File: src/rtl/hazard_stall_unit_pkg.sv
// Shared types and constants for the load-use / control hazard stall unit.
package hazard_stall_unit_pkg;

  typedef enum logic [1:0] {HZ_RUN, HZ_LD_STALL, HZ_FLUSH} hz_state_t;

  localparam logic [4:0] XZR   = 5'd31;
  localparam int         REM_W = 4;

  // A source field only counts when the ID instruction actually reads it.
  function automatic logic src_match(input logic use_f, input logic [4:0] fld,
                                     input logic [4:0] rd_ex);
    return use_f && (fld == rd_ex);
  endfunction

endpackage

File: src/rtl/hazard_stall_unit_if.sv
// ID/EX-side hazard signals and pipeline-control outputs of the stall unit.
interface hazard_stall_unit_if #(parameter int CNT_W = 16);

  logic             MemReadEx;
  logic [4:0]       RdEx;
  logic [4:0]       Rn;
  logic [4:0]       Rm;
  logic [4:0]       Rd;
  logic             UseRn;
  logic             UseRm;
  logic             UseRd;
  logic             BrTaken;
  logic             CntClear;
  logic             PCWrite;
  logic             IFIDWrite;
  logic             BubbleEx;
  logic             FlushIFID;
  logic [CNT_W-1:0] StallCnt;
  logic [CNT_W-1:0] FlushCnt;

  modport master (
    output MemReadEx, RdEx, Rn, Rm, Rd, UseRn, UseRm, UseRd, BrTaken, CntClear,
    input  PCWrite, IFIDWrite, BubbleEx, FlushIFID, StallCnt, FlushCnt
  );

  modport slave (
    input  MemReadEx, RdEx, Rn, Rm, Rd, UseRn, UseRm, UseRd, BrTaken, CntClear,
    output PCWrite, IFIDWrite, BubbleEx, FlushIFID, StallCnt, FlushCnt
  );

endinterface

File: src/rtl/sat_counter.sv
// Saturating up-counter with synchronous clear; holds at all-ones.
module sat_counter #(
  parameter int W = 16
) (
  input  logic         clk,
  input  logic         reset,
  input  logic         clr,
  input  logic         inc,
  output logic [W-1:0] cnt
);

  // NOTE: sequential state uses non-blocking assignments so every flop samples pre-edge values.
  always_ff @(posedge clk or posedge reset) begin
    if (reset) begin
      cnt <= '0;
    end else if (clr) begin
      cnt <= '0;
    end else if (inc && (cnt != '1)) begin
      cnt <= cnt + W'(1);
    end
  end

endmodule

File: src/rtl/hazard_stall_unit.sv
// Load-use and taken-branch hazard control: Mealy stall/flush outputs plus
// saturating performance counters.
module hazard_stall_unit
  import hazard_stall_unit_pkg::*;
#(
  parameter int LOAD_STALLS  = 1,
  parameter int FLUSH_CYCLES = 1,
  parameter int CNT_W        = 16
) (
  input  logic                clk,
  input  logic                reset,
  hazard_stall_unit_if.slave  hz
);

  localparam logic [REM_W-1:0] LD_REM = REM_W'(LOAD_STALLS - 1);
  localparam logic [REM_W-1:0] FL_REM = REM_W'(FLUSH_CYCLES - 1);

  hz_state_t        state, state_n;
  logic [REM_W-1:0] rem, rem_n;
  logic             ld_haz;
  logic             pc_write, ifid_write, bubble, flush;

  assign ld_haz = hz.MemReadEx && (hz.RdEx != XZR) &&
                  (src_match(hz.UseRn, hz.Rn, hz.RdEx) ||
                   src_match(hz.UseRm, hz.Rm, hz.RdEx) ||
                   src_match(hz.UseRd, hz.Rd, hz.RdEx));

  always_ff @(posedge clk or posedge reset) begin
    if (reset) begin
      state <= HZ_RUN;
      rem   <= '0;
    end else begin
      state <= state_n;
      rem   <= rem_n;
    end
  end

  // Reset also gates the Mealy outputs so a live hazard cannot leak through while held in reset.
  always_comb begin
    // NOTE: every output gets a default first, so no path through the case infers a latch.
    state_n    = state;
    rem_n      = rem;
    pc_write   = 1'b1;
    ifid_write = 1'b1;
    bubble     = 1'b0;
    flush      = 1'b0;
    if (!reset) begin
      unique case (state)
        HZ_RUN: begin
          if (ld_haz) begin
            // Load stall wins; a simultaneous branch resolved on a stale operand is masked.
            pc_write   = 1'b0;
            ifid_write = 1'b0;
            bubble     = 1'b1;
            if (LOAD_STALLS > 1) begin
              state_n = HZ_LD_STALL;
              rem_n   = LD_REM;
            end
          end else if (hz.BrTaken) begin
            flush = 1'b1;
            if (FLUSH_CYCLES > 1) begin
              state_n = HZ_FLUSH;
              rem_n   = FL_REM;
            end
          end
        end
        HZ_LD_STALL: begin
          pc_write   = 1'b0;
          ifid_write = 1'b0;
          bubble     = 1'b1;
          rem_n      = rem - REM_W'(1);
          if (rem <= REM_W'(1)) begin
            state_n = HZ_RUN;
          end
        end
        HZ_FLUSH: begin
          // Any branch seen here is on the wrong path and is ignored.
          flush = 1'b1;
          rem_n = rem - REM_W'(1);
          if (rem <= REM_W'(1)) begin
            state_n = HZ_RUN;
          end
        end
        default: begin
          state_n = HZ_RUN;
          rem_n   = '0;
        end
      endcase
    end
  end

  assign hz.PCWrite   = pc_write;
  assign hz.IFIDWrite = ifid_write;
  assign hz.BubbleEx  = bubble;
  assign hz.FlushIFID = flush;

  sat_counter #(.W(CNT_W)) u_stall_cnt (
    .clk   (clk),
    .reset (reset),
    .clr   (hz.CntClear),
    .inc   (bubble),
    .cnt   (hz.StallCnt)
  );

  sat_counter #(.W(CNT_W)) u_flush_cnt (
    .clk   (clk),
    .reset (reset),
    .clr   (hz.CntClear),
    .inc   (flush),
    .cnt   (hz.FlushCnt)
  );

endmodule

File: src/flat_wrapper.sv
// flat-port wrapper written by rule: the top's interface ports become plain ports
module hazard_stall_unit_flat import hazard_stall_unit_pkg::*;
#(
  parameter int LOAD_STALLS  = 1,
  parameter int FLUSH_CYCLES = 1,
  parameter int CNT_W        = 16
)
  (clk, reset, hz_MemReadEx, hz_RdEx, hz_Rn, hz_Rm, hz_Rd, hz_UseRn, hz_UseRm, hz_UseRd, hz_BrTaken, hz_CntClear, hz_PCWrite, hz_IFIDWrite, hz_BubbleEx, hz_FlushIFID, hz_StallCnt, hz_FlushCnt);
  hazard_stall_unit_if #(.CNT_W(CNT_W)) hz_i ();
  input  logic clk;
  input  logic reset;
  input wire logic [$bits(hz_i.MemReadEx)-1:0] hz_MemReadEx;
  input wire logic [$bits(hz_i.RdEx)-1:0] hz_RdEx;
  input wire logic [$bits(hz_i.Rn)-1:0] hz_Rn;
  input wire logic [$bits(hz_i.Rm)-1:0] hz_Rm;
  input wire logic [$bits(hz_i.Rd)-1:0] hz_Rd;
  input wire logic [$bits(hz_i.UseRn)-1:0] hz_UseRn;
  input wire logic [$bits(hz_i.UseRm)-1:0] hz_UseRm;
  input wire logic [$bits(hz_i.UseRd)-1:0] hz_UseRd;
  input wire logic [$bits(hz_i.BrTaken)-1:0] hz_BrTaken;
  input wire logic [$bits(hz_i.CntClear)-1:0] hz_CntClear;
  output wire logic [$bits(hz_i.PCWrite)-1:0] hz_PCWrite;
  output wire logic [$bits(hz_i.IFIDWrite)-1:0] hz_IFIDWrite;
  output wire logic [$bits(hz_i.BubbleEx)-1:0] hz_BubbleEx;
  output wire logic [$bits(hz_i.FlushIFID)-1:0] hz_FlushIFID;
  output wire logic [$bits(hz_i.StallCnt)-1:0] hz_StallCnt;
  output wire logic [$bits(hz_i.FlushCnt)-1:0] hz_FlushCnt;
  assign hz_i.MemReadEx = hz_MemReadEx;
  assign hz_i.RdEx = hz_RdEx;
  assign hz_i.Rn = hz_Rn;
  assign hz_i.Rm = hz_Rm;
  assign hz_i.Rd = hz_Rd;
  assign hz_i.UseRn = hz_UseRn;
  assign hz_i.UseRm = hz_UseRm;
  assign hz_i.UseRd = hz_UseRd;
  assign hz_i.BrTaken = hz_BrTaken;
  assign hz_i.CntClear = hz_CntClear;
  assign hz_PCWrite = hz_i.PCWrite;
  assign hz_IFIDWrite = hz_i.IFIDWrite;
  assign hz_BubbleEx = hz_i.BubbleEx;
  assign hz_FlushIFID = hz_i.FlushIFID;
  assign hz_StallCnt = hz_i.StallCnt;
  assign hz_FlushCnt = hz_i.FlushCnt;
  hazard_stall_unit #(.LOAD_STALLS(LOAD_STALLS), .FLUSH_CYCLES(FLUSH_CYCLES), .CNT_W(CNT_W)) u_core (.clk(clk), .reset(reset), .hz(hz_i));
endmodule
File: config.mk
export PLATFORM = sky130hd
export DESIGN_NAME = hazard_stall_unit_flat
export DESIGN_NICKNAME = d
export VERILOG_FILES = /design/src/rtl/hazard_stall_unit_pkg.sv /design/src/rtl/hazard_stall_unit_if.sv /design/src/rtl/sat_counter.sv /design/src/rtl/hazard_stall_unit.sv /design/src/flat_wrapper.sv
export SDC_FILE = /design/constraint.sdc
export NUM_CORES = 1
export LEC_CHECK = 0
export CAP_MARGIN = 20
export CORE_MARGIN = 4
export CORE_UTILIZATION = 40
export DETAILED_ROUTE_END_ITERATION = 8
export GPL_TIMING_DRIVEN = 0
export PLACE_DENSITY = 0.79
export SLEW_MARGIN = 20
export SYNTH_ARGS = -nofsm -noshare
export SYNTH_HDL_FRONTEND = slang
export SYNTH_HIERARCHICAL = 1
export SYNTH_SLANG_ARGS = --single-unit
File: constraint.sdc
create_clock -name clk -period 2.75 [get_ports clk]
set_input_delay 0.825 -clock clk [delete_from_list [all_inputs] [get_ports clk]]
set_output_delay 0.825 -clock clk [all_outputs]
set_load 0.005 [all_outputs]
# [Word level (Yosys, flattened, before mapping)]
# Index checks and enable logic that the tools add are counted.
[op_classes] add_sub_neg=3 n_mul=0 n_div=0 n_lt_le_gt_ge=1 eq_ne=9 n_shift=0 n_mux=17 bitwise_logic=2 n_reduce_logical=15
[op_table] op="2-to-1 mux 16 bit" count=4
[op_table] op="adder 16 x 1 -> 16 bit (second input constant)" count=2
[op_table] op="!= test 16 bit (second input constant)" count=2
[op_table] op="== test 5 bit" count=3
[op_table] op="one-hot mux 4 bit (2 select lines)" count=1
[op_table] op="logical AND 1 bit" count=7
[op_table] op="2-to-1 mux 1 bit" count=7
[op_table] op="one-hot mux 1 bit (2 select lines)" count=3
[op_table] op="!= test 5 bit (second input constant)" count=1
[op_table] op="<= comparator 4 x 1 -> 1 bit (second input constant)" count=1
[op_table] op="one-hot mux 2 bit (2 select lines)" count=1
[op_table] op="nonzero test 2 bit" count=2
[op_table] op="subtractor 4 x 1 -> 4 bit (second input constant)" count=1
[op_table] op="AND reduction 3 bit" count=1
[op_table] op="== test 2 x 1 -> 1 bit (second input constant)" count=1
[op_table] op="== test 2 bit (second input constant)" count=1
[op_table] op="logical NOT 2 bit" count=1
[op_table] op="logical OR 1 bit" count=2
[op_table] op="2-to-1 mux 2 bit" count=1
[op_table] op="!= test 2 x 1 -> 1 bit (second input constant)" count=1
[op_table] op="NOT 1 bit" count=2
[op_table] op="AND reduction 2 bit" count=1
[op_table] op="OR reduction 2 bit" count=1
[word_totals] ff_bits=38 latch_bits=0 ramBits=0 mem_bits_ro=0 in_bits=28 word_cells=51 memories=0

# [Depth between registers and ports, before layout]
# Gate-level depths: netlist (run 1).
[logic_depth] depth_word=11 depth_mapped=9 mapped_depth_nobuf=8

# [Modules after synthesis]
# The synthesis (run 1) kept the hierarchy.
[modules_own_cells] mod="sat_counter" n_inst=2 cells_each=101 area_per_inst_um2=932.1
[modules_own_cells] mod="hazard_stall_unit" n_inst=1 cells_each=32 area_per_inst_um2=242.7

# [Least setup slack after synthesis (run 1)]
# No wires, ideal clock.
[synth_timing] path_kind="input to register" from="in hz_RdEx[1]" to="reg u_core.u_stall_cnt.cnt[13]" setup_ns=0.078 t_arrival_ns=2.860 setup_slack_ns=-0.188 stages=9 path_buffers=1 path_cell_list="xor2_1 > nor4_1 > and3_2 > o21a_1 > clkbuf_2 > nand3_1 > or4_4 > or4_1 > a21oi_1"
[synth_between] elab_chain_len=10
[synth_lines] element="from (decl)" line_no="flat_wrapper.sv:13" text="input wire logic [$bits(hz_i.RdEx)-1:0] hz_RdEx;"
[synth_lines] element="== test 5 bit" line_no="hazard_stall_unit_pkg.sv:12" text="return use_f && (fld == rd_ex);"
[synth_lines] element="logical AND 1 bit" line_no="hazard_stall_unit_pkg.sv:12"
[synth_lines] element="logical OR 1 bit" line_no="hazard_stall_unit.sv:24" text="(src_match(hz.UseRn, hz.Rn, hz.RdEx) ||"
[synth_lines] element="logical OR 1 bit" line_no="hazard_stall_unit.sv:25" text="src_match(hz.UseRm, hz.Rm, hz.RdEx) ||"
[synth_lines] element="logical AND 1 bit (*)" line_no="hazard_stall_unit.sv:23" text="assign ld_haz = hz.MemReadEx && (hz.RdEx != XZR) &&"
[synth_lines] element="2-to-1 mux 1 bit (*)" line_no="hazard_stall_unit.sv:50" text="if (ld_haz) begin"
[synth_lines] element="one-hot mux 1 bit (2 select lines) (*)" line_no="hazard_stall_unit.sv:48" text="unique case (state)"
[synth_lines] element="2-to-1 mux 1 bit (*)" line_no="hazard_stall_unit.sv:47" text="if (!reset) begin"
[synth_lines] element="named net hz_BubbleEx" line_no="flat_wrapper.sv:24" text="output wire logic [$bits(hz_i.BubbleEx)-1:0] hz_BubbleEx;"
[synth_lines] element="logical AND 1 bit (*)" line_no="sat_counter.sv:18" text="end else if (inc && (cnt != '1)) begin"
[synth_lines] element="nonzero test 2 bit (no line) (*)"
[synth_lines] element="to (signal assigned)" line_no="sat_counter.sv:19" text="cnt <= cnt + W'(1);"
[synth_lines] element="to (decl)" line_no="sat_counter.sv:9" text="output logic [W-1:0] cnt"
# Mark *: on every way through the listed nets, which the timed path passes. The rest lies on a longest branch.
# A chain may end at the register's enable or synchronous reset.

# [Worst setup path in the final report (run 1)]
[layout_timing] from="in hz_RdEx[3]" to="reg u_core.u_flush_cnt.cnt[12]"
[layout_between] elab_chain_len=10
[layout_lines] element="== test 5 bit" line_no="hazard_stall_unit_pkg.sv:12"
[layout_lines] element="logical AND 1 bit" line_no="hazard_stall_unit_pkg.sv:12"
[layout_lines] element="logical OR 1 bit" line_no="hazard_stall_unit.sv:24"
[layout_lines] element="logical OR 1 bit" line_no="hazard_stall_unit.sv:25"
[layout_lines] element="logical AND 1 bit (*)" line_no="hazard_stall_unit.sv:23"
[layout_lines] element="2-to-1 mux 1 bit (*)" line_no="hazard_stall_unit.sv:50"
[layout_lines] element="one-hot mux 1 bit (2 select lines) (*)" line_no="hazard_stall_unit.sv:48"
[layout_lines] element="2-to-1 mux 1 bit (*)" line_no="hazard_stall_unit.sv:47"
[layout_lines] element="logical AND 1 bit (*)" line_no="sat_counter.sv:18"
[layout_lines] element="nonzero test 2 bit (no line) (*)"
[layout_lines] element="to (signal assigned)" line_no="sat_counter.sv:19"
[layout_lines] element="to (decl)" line_no="sat_counter.sv:9"
# Every way passes the cells marked *; elsewhere a longest branch is shown, timed or not.

==> results by group, run 1 <==
Run status
  • Failing checks: setup timing
  • Status: complete, but fails checks

Power and ir drop
  • Pwr Total: 0.00101 W
  • Pwr Density: 314 nW/um2
  • Worst ir drop on vdd: 234 uV
  • Leak: 1.19 nW

Floorplanning
  • Die area: 6490 um2
  • Core area: 5110 um2
  • Die width: 80.6 um
  • IO Pins: 64
  • Initial Util: 41.3%
  • # rows: 26
  • Die height: 80.6 um

Final layout
  • Fill count: 442
  • Nets: 347
  • Commonest non-fill, non-tap cell in the layout: clkdlybuf4s50_1
  • Multi-input combinational cell area: 1400 um2
  • Final Util: 62.7%
  • Share of layout cells above drive strength 1: 26.4%
  • Synth-to-layout area growth: 52.1%
  • Most frequent cells in the layout: clkdlybuf4s50_1, dfrtp_1, buf_6, a21oi_1
  • Ant. Diodes: 0
  • Register Area: 801 um2

Synthesis
  • Register bit count reported by yosys: 32
  • Synth area leaders: dfrtp_1, a21oi_1, xnor2_1
  • Synth Warn #: 6
  • Synth Area per Inst: 9.00 um2
  • Mapped Cells: 234
  • Synth unique cells: 36
  • Cell Area, Synth: 2110 um2
  • Top_reg_cell synth: dfrtp_1
  • Post-synth EDFFs: 0
  • Sequential area share after synthesis: 38.0%
  • Async SR Flop Fraction: 100%
  • Post-synthesis mux area share: 3.09%
  • Post-Synth Simple-Gate Area: 31.4%
  • Post-synthesis xor/xnor area fraction: 6.24%
  • Largest family of logic cells by synthesized area: simple AND/OR/NAND/NOR gates
  • Adder and majority cell fraction of the synthesized area: 1.19%
  • Biggest area consumer among synthesized cells: dfrtp_1
  • Compound-cell area share of the yosys netlist: 16.1%
  • Area share of the largest cell type after synthesis: 38.0%
  • Syn_nets: 264

Setup path
  • FF-to-FF setup slack: 0.43 ns
  • WP data arrival: 3.25 ns
  • Critical path type: input pin to register
  • Reg2Reg Launch Point: u_core/u_stall_cnt/cnt[0]
  • R2R Path End: u_core/u_stall_cnt/cnt[0]
  • Worst path slowest cell: or4_4
  • Worst path depth: 12
  • Critical path, cell by cell: buf_12, xnor2_4, nand4_1, o22ai_4, buf_6, o41ai_4, clkbuf_8, buf_6, nand3_2, or4_4, or3_4, a21oi_2
  • Buf+Inv Stages, Crit Path: 4
  • Critical path's most frequent cell: buf_6
  • CP peak stage delay: 0.55 ns
  • Req. time, crit path: 2.96 ns
  • CP endpoint kind: register
  • Top Family by Delay on Critical Path: simple AND/OR/NAND/NOR gates
  • CP Max Fanout: 4
  • R2R depth: 6
  • CP Launch Type: input pin

Hold path
  • Hold Crit Start: u_core/u_flush_cnt/cnt[14]
  • Hold path depth: 2
  • Hold/Removal Path Class: register to register
  • Worst Hold End: u_core/u_flush_cnt/cnt[14]

Clock network
  • Clock slew at reported path FFs: 0.07 ns
  • Clock buffer depth: 2
  • Clock sinks: 32
  • Clock Latency Late Sink: 0.28 ns
  • CTS buffer count: 5
  • Post-CTS Hold Fix Bufs: 0
  • H-tree levels: 2
  • Root Driver: clkbuf_8
  • CTS tree: built

Job
  • Maxcap violations: 0

STA
  • Fmax: 330 MHz
  • Final Hold Fails: 0
  • RSZ-0062 raised after global routing: yes
  • Pins over their slew limit: 0
  • Worst-Margin Slew: 0.718 ns
  • Final Skew: 0.00291 ns
  • Period Utilization, post-route: 110%
  • Final setup vio count: 13
  • Final Critical Period: 3.03 ns
  • Worst setup margin: -0.284 ns
  • Relative slew slack: 51.7%

Drt
  • DRT Wirelength: 6.22 mm
  • DR vias: 2,252
  • WL/cell: 16.0 um
  • DRC: 0
  • First-pass DRT Iterations: 4
  • Vias/cell: 5.80
  • Antenna Nets Post-Route: 0
  • DR iter-0 viols: 119

Placement
  • HPWL after DPL: 4.27 mm
  • Pre-CTS setup slack: -0.902 ns
  • Routability cong.: 0.798
  • I/O Buffers: 62

GRT
  • Largest net degree at the start of global routing: 17
  • Vias in the first global route: 2,130
  • GR Overflow Total: 0
  • Initial antenna violation count: 0
  • Total GRT Usage: 19.2%
  • Global-route wire length before repair: 9.84 mm
cells in the mapped netlist, types with 2 or more instances:
library cell,n
nor2_1,7
clkbuf_2,2
o41ai_1,4
inv_1,7
buf_4,3
mux2i_1,2
a21oi_1,24
nand2_1,15
nor3_1,8
or3_2,2
dlygate4sd1_1,2
o21ai_0,12
o31ai_1,10
or3_1,12
or4_4,2
or4_2,2
clkbuf_1,2
nor2b_1,6
a31oi_1,2
nor4_1,7
xor2_1,4
ha_1,2
and4_1,2
or4_1,12
nand4_1,10
mux2_2,4
nand3_1,15
xnor2_1,11
nand4_4,2
dfrtp_1,32
nand2b_1,4
metrics by stage:
stage                     hold WS [ns]  instances  cell area (um2)  TNS (ns)
after global placement           0.552        366             2860    -17.29
after floorplan                  0.549        234             2150    -0.258
after CTS                        0.568        384             3070     -1.39
after detailed placement         0.559        366             2860    -19.81
final                            0.570        388             3200     -1.56
after global routing             0.606        388             3200     -2.92
kinds of logic (layout without fill, tap and decap cells):
logic type      count (synthesis)  count (layout)
simple gates                  108             108
compound gates                 55              55
flops                          32              32
buf+inv                        16             100
xor+xnor                       15              15
mux                             6               6
fa+ha+maj                       2               2
tightest hold or removal path, stage by stage, from the launching register on:
cell	delay, ns
dfrtp_1	0.41
o41ai_1	0.07
a21oi_1	0.06
where the power goes:
group | leakage [nW] | internal, W | switching (W) | total, W
logic | 0.695 | 0.0000787 | 0.0000685 | 0.000147
registers | 0.446 | 0.000474 | 0.00000667 | 0.000480
clock network | 0.0455 | 0.000204 | 0.000175 | 0.000379
routing by layer:
layer  GRT usage (%)  share of wire [%]  vias up
met4            6.76                1.5        0
met1            23.6                 41     1092
met5               0                  0        -
met3            4.04                6.3        8
met2            32.9                 51       87
li1                -                  -     1065
flip-flops by register name, indices dropped and copies added, names as in the netlist:
signal and flops:
u_core/u_stall_cnt/cnt 16, u_core/u_flush_cnt/cnt 16
area by class of cell:
cell class | instances | share of cell area, %
Tap cell | 70 | 2.73
Sequential cell | 32 | 25.0
Inverter | 7 | 0.820
Multi-Input combinational cell | 186 | 43.7
Buffer | 8 | 2.03
Clock buffer | 8 | 2.81
Timing Repair Buffer | 77 | 23.0
worst max-delay path by stage:
| stage | from | endpoint | slack, ns |
|---|---|---|---|
| detailed placement | hz_RdEx[3] | u_core/u_stall_cnt/cnt[13] | -0.90 |
| finish | hz_RdEx[3] | u_core/u_flush_cnt/cnt[12] | -0.28 |
| global route | hz_RdEx[2] | u_core/u_flush_cnt/cnt[12] | -0.35 |
| CTS | hz_RdEx[0] | u_core/u_stall_cnt/cnt[13] | -0.28 |
| global placement | hz_RdEx[2] | u_core/u_stall_cnt/cnt[13] | -0.84 |
| floorplan | hz_RdEx[1] | u_core/u_stall_cnt/cnt[13] | -0.13 |
repair_timing:
| action | CTS | global route |
|---|---|---|
| setup endpoints to repair | 32 | 23 |
| gates resized for setup | 111 | 36 |
| setup buffers | 11 | 5 |
| pin swaps | 30 | 27 |
No activity file was read; power rests on OpenSTA's default activity.
==> run 2, diff against run 1 <==
--- a/config.mk
+++ b/config.mk
@@ -6,10 +6,10 @@
 export NUM_CORES = 1
 export LEC_CHECK = 0
 export CAP_MARGIN = 20
-export CORE_MARGIN = 4
 export CORE_UTILIZATION = 40
 export DETAILED_ROUTE_END_ITERATION = 8
 export GPL_TIMING_DRIVEN = 0
+export MAX_ROUTING_LAYER = met4
 export PLACE_DENSITY = 0.79
 export SLEW_MARGIN = 20
 export SYNTH_ARGS = -nofsm -noshare
==> results by group, run 2 (synthesized netlist as in run 1, its figures left out) <==
Clock network
  • Clock slew at reported path FFs: 0.07 ns
  • Clock sinks: 32
  • Clock Latency Late Sink: 0.28 ns
  • Root Driver: clkbuf_8
  • Post-CTS Hold Fix Bufs: 0
  • Clock buffer depth: 2
  • CTS tree: built
  • H-tree levels: 2
  • CTS buffer count: 5

GRT
  • M2 GR Usage: 36.1%
  • Met1 Usage GRT: 25.1%
  • Largest net degree at the start of global routing: 17
  • GRT Max-Usage Layer: met2
  • Initial antenna violation count: 0
  • Total GRT Usage: 20.9%
  • Vias in the first global route: 1,955
  • GR Overflow Total: 0
  • Met3 Use GR: 3.52%
  • Global-route wire length before repair: 8.71 mm

Floorplanning
  • IO Pins: 64
  • Die height: 74.6 um
  • # rows: 26
  • Die area: 5560 um2
  • Die width: 74.6 um
  • Initial Util: 41.5%
  • Core area: 5070 um2

STA
  • Final Critical Period: 2.87 ns
  • Fmax: 349 MHz
  • Relative slew slack: 52.8%
  • Final Skew: 0.00347 ns
  • Period Utilization, post-route: 104%
  • Pins over their slew limit: 0
  • RSZ-0062 raised after global routing: yes
  • Worst setup margin: -0.117 ns
  • Final Hold Fails: 0
  • Worst-Margin Slew: 0.703 ns
  • Final setup vio count: 9

Power and ir drop
  • Combinational Power Share: 13.6%
  • Net load switching power: 0.000239 W
  • P_int: 0.000750 W
  • Sequential share of power: 48.5%
  • Clock share of power: 37.9%
  • Pwr Density: 319 nW/um2
  • Sw frac: 24.2%
  • Leak: 1.15 nW
  • Worst ir drop on vdd: 169 uV

Final layout
  • Synth-to-layout area growth: 47.3%
  • Fill count: 458
  • Nets: 343
  • Share of layout cells above drive strength 1: 24.2%
  • Ant. Diodes: 0
  • Regs by FF count: u_core/u_flush_cnt/cnt x16, u_core/u_stall_cnt/cnt x16
  • Commonest non-fill, non-tap cell in the layout: clkdlybuf4s50_1
  • Post-route cell area: 3100 um2
  • Most frequent cells in the layout: clkdlybuf4s50_1, dfrtp_1, a21oi_1, nand3_1
  • Final Util: 61.1%

Setup path
  • Critical path, cell by cell: buf_2, xnor2_1, and3_4, buf_6, o41ai_4, clkbuf_8, nand3_4, or4_4, or4_1, a21oi_1
  • Reg2Reg Launch Point: u_core/u_stall_cnt/cnt[0]
  • Buf+Inv Stages, Crit Path: 3
  • CP Launch Type: input pin
  • Worst path slowest cell: or4_1
  • CP peak stage delay: 0.51 ns
  • WP data arrival: 3.08 ns
  • CP Max Fanout: 4
  • R2R Path End: u_core/u_stall_cnt/cnt[0]
  • Top Family by Delay on Critical Path: simple AND/OR/NAND/NOR gates
  • Critical path type: input pin to register
  • FF-to-FF setup slack: 0.52 ns
  • Req. time, crit path: 2.96 ns
  • CP endpoint kind: register
  • R2R depth: 6

Drt
  • First-pass DRT Iterations: 4
  • DR vias: 2,153
  • DRT Wirelength: 5.54 mm
  • Vias/cell: 5.61
  • WL/cell: 14.4 um
  • DRC: 0
  • Antenna Nets Post-Route: 0
  • DR iter-0 viols: 125

Hold path
  • Hold path depth: 2
  • Hold/Removal Path Class: register to register
  • Worst Hold End: u_core/u_stall_cnt/cnt[14]
  • Hold Crit Start: u_core/u_stall_cnt/cnt[14]

Placement
  • Routability cong.: 0.862
  • HPWL after DPL: 3.75 mm
  • I/O Buffers: 62
  • Placed cell area: 2860 um2
  • Pre-CTS setup slack: -0.871 ns

Job
  • Maxcap violations: 0

Run status
  • Status: complete, but fails checks
  • Failing checks: setup timing
run 2: cell types whose count changed in the layout (fill, tap and decap cells not counted), sizes merged:
cell           previous run  this run
clkbuf                   16        14
clkdlybuf4s50            34        33
dlygate4sd2               4         5
clkdlybuf4s15             3         5
buf                      34        30
run 2: layout make-up:
cell class	instances	area, um2	area share (%)
Multi-Input combinational cell	186	1350	43.5
Sequential cell	32	801	25.8
Timing Repair Buffer	73	688	22.2
Clock buffer	8	90.1	2.90
Tap cell	70	87.6	2.82
Buffer	8	61.3	1.98
Inverter	7	26.3	0.847
run 2: worst max path at each step:
stage / startpoint / to / slack (ns) / cells past startpoint
floorplan: hz_RdEx[1] / u_core/u_stall_cnt/cnt[13] / -0.13 / 9
global placement: hz_RdEx[1] / hz_PCWrite / -0.88 / 7
detailed placement: hz_RdEx[1] / hz_PCWrite / -0.87 / 7
CTS: hz_RdEx[0] / u_core/u_flush_cnt/cnt[13] / -0.21 / 11
global route: hz_Rm[1] / u_core/u_flush_cnt/cnt[13] / -0.18 / 11
finish: hz_RdEx[2] / u_core/u_flush_cnt/cnt[13] / -0.12 / 10
run 2: worst register-to-register path, delay by kind of cell (launching register included):
family                   cells  cell delay (ns)
AND/OR/NAND/NOR              3             0.83
flip-flops                   1             0.47
buffers and inverters        1             0.32
multiplexers                 1             0.31
adder cells (fa/ha/maj)      1             0.19
run 2: layer usage:
layer | vias up | routed length (um)
li1 | 1064 | -
met1 | 1027 | 2510
met2 | 56 | 2750
met3 | 6 | 219
met4 | 0 | 64
met5 | - | 0
run 2: metrics by stage:
stage          total power, W  setup TNS [ns]  hold WS, ns  std cells
2_1_floorplan        0.000549          -0.258        0.549        234
3_3_place_gp         0.000615          -17.54        0.555        366
3_5_place_dp         0.000617          -18.15        0.571        366
4_1_cts              0.000993           -1.09        0.578        384
5_1_grt               0.00103           -1.59        0.610        384
6_report             0.000989          -0.596        0.579        384
run 2: power by group through the flow:
stage | Combinational, W | Sequential, W | Clock [W]
2_1_floorplan | 0.0000614 | 0.000488 | 0
3_3_place_gp | 0.000126 | 0.000489 | 0
3_5_place_dp | 0.000128 | 0.000489 | 0
4_1_cts | 0.000131 | 0.000480 | 0.000382
5_1_grt | 0.000147 | 0.000481 | 0.000402
6_report | 0.000134 | 0.000480 | 0.000375
run 2: repair_timing:
item | in CTS | in global routing
gates cloned | 0 | 0
buffers inserted | 11 | 0
endpoints found under the setup margin | 29 | 17
resized for setup | 105 | 24
pin swaps | 29 | 13
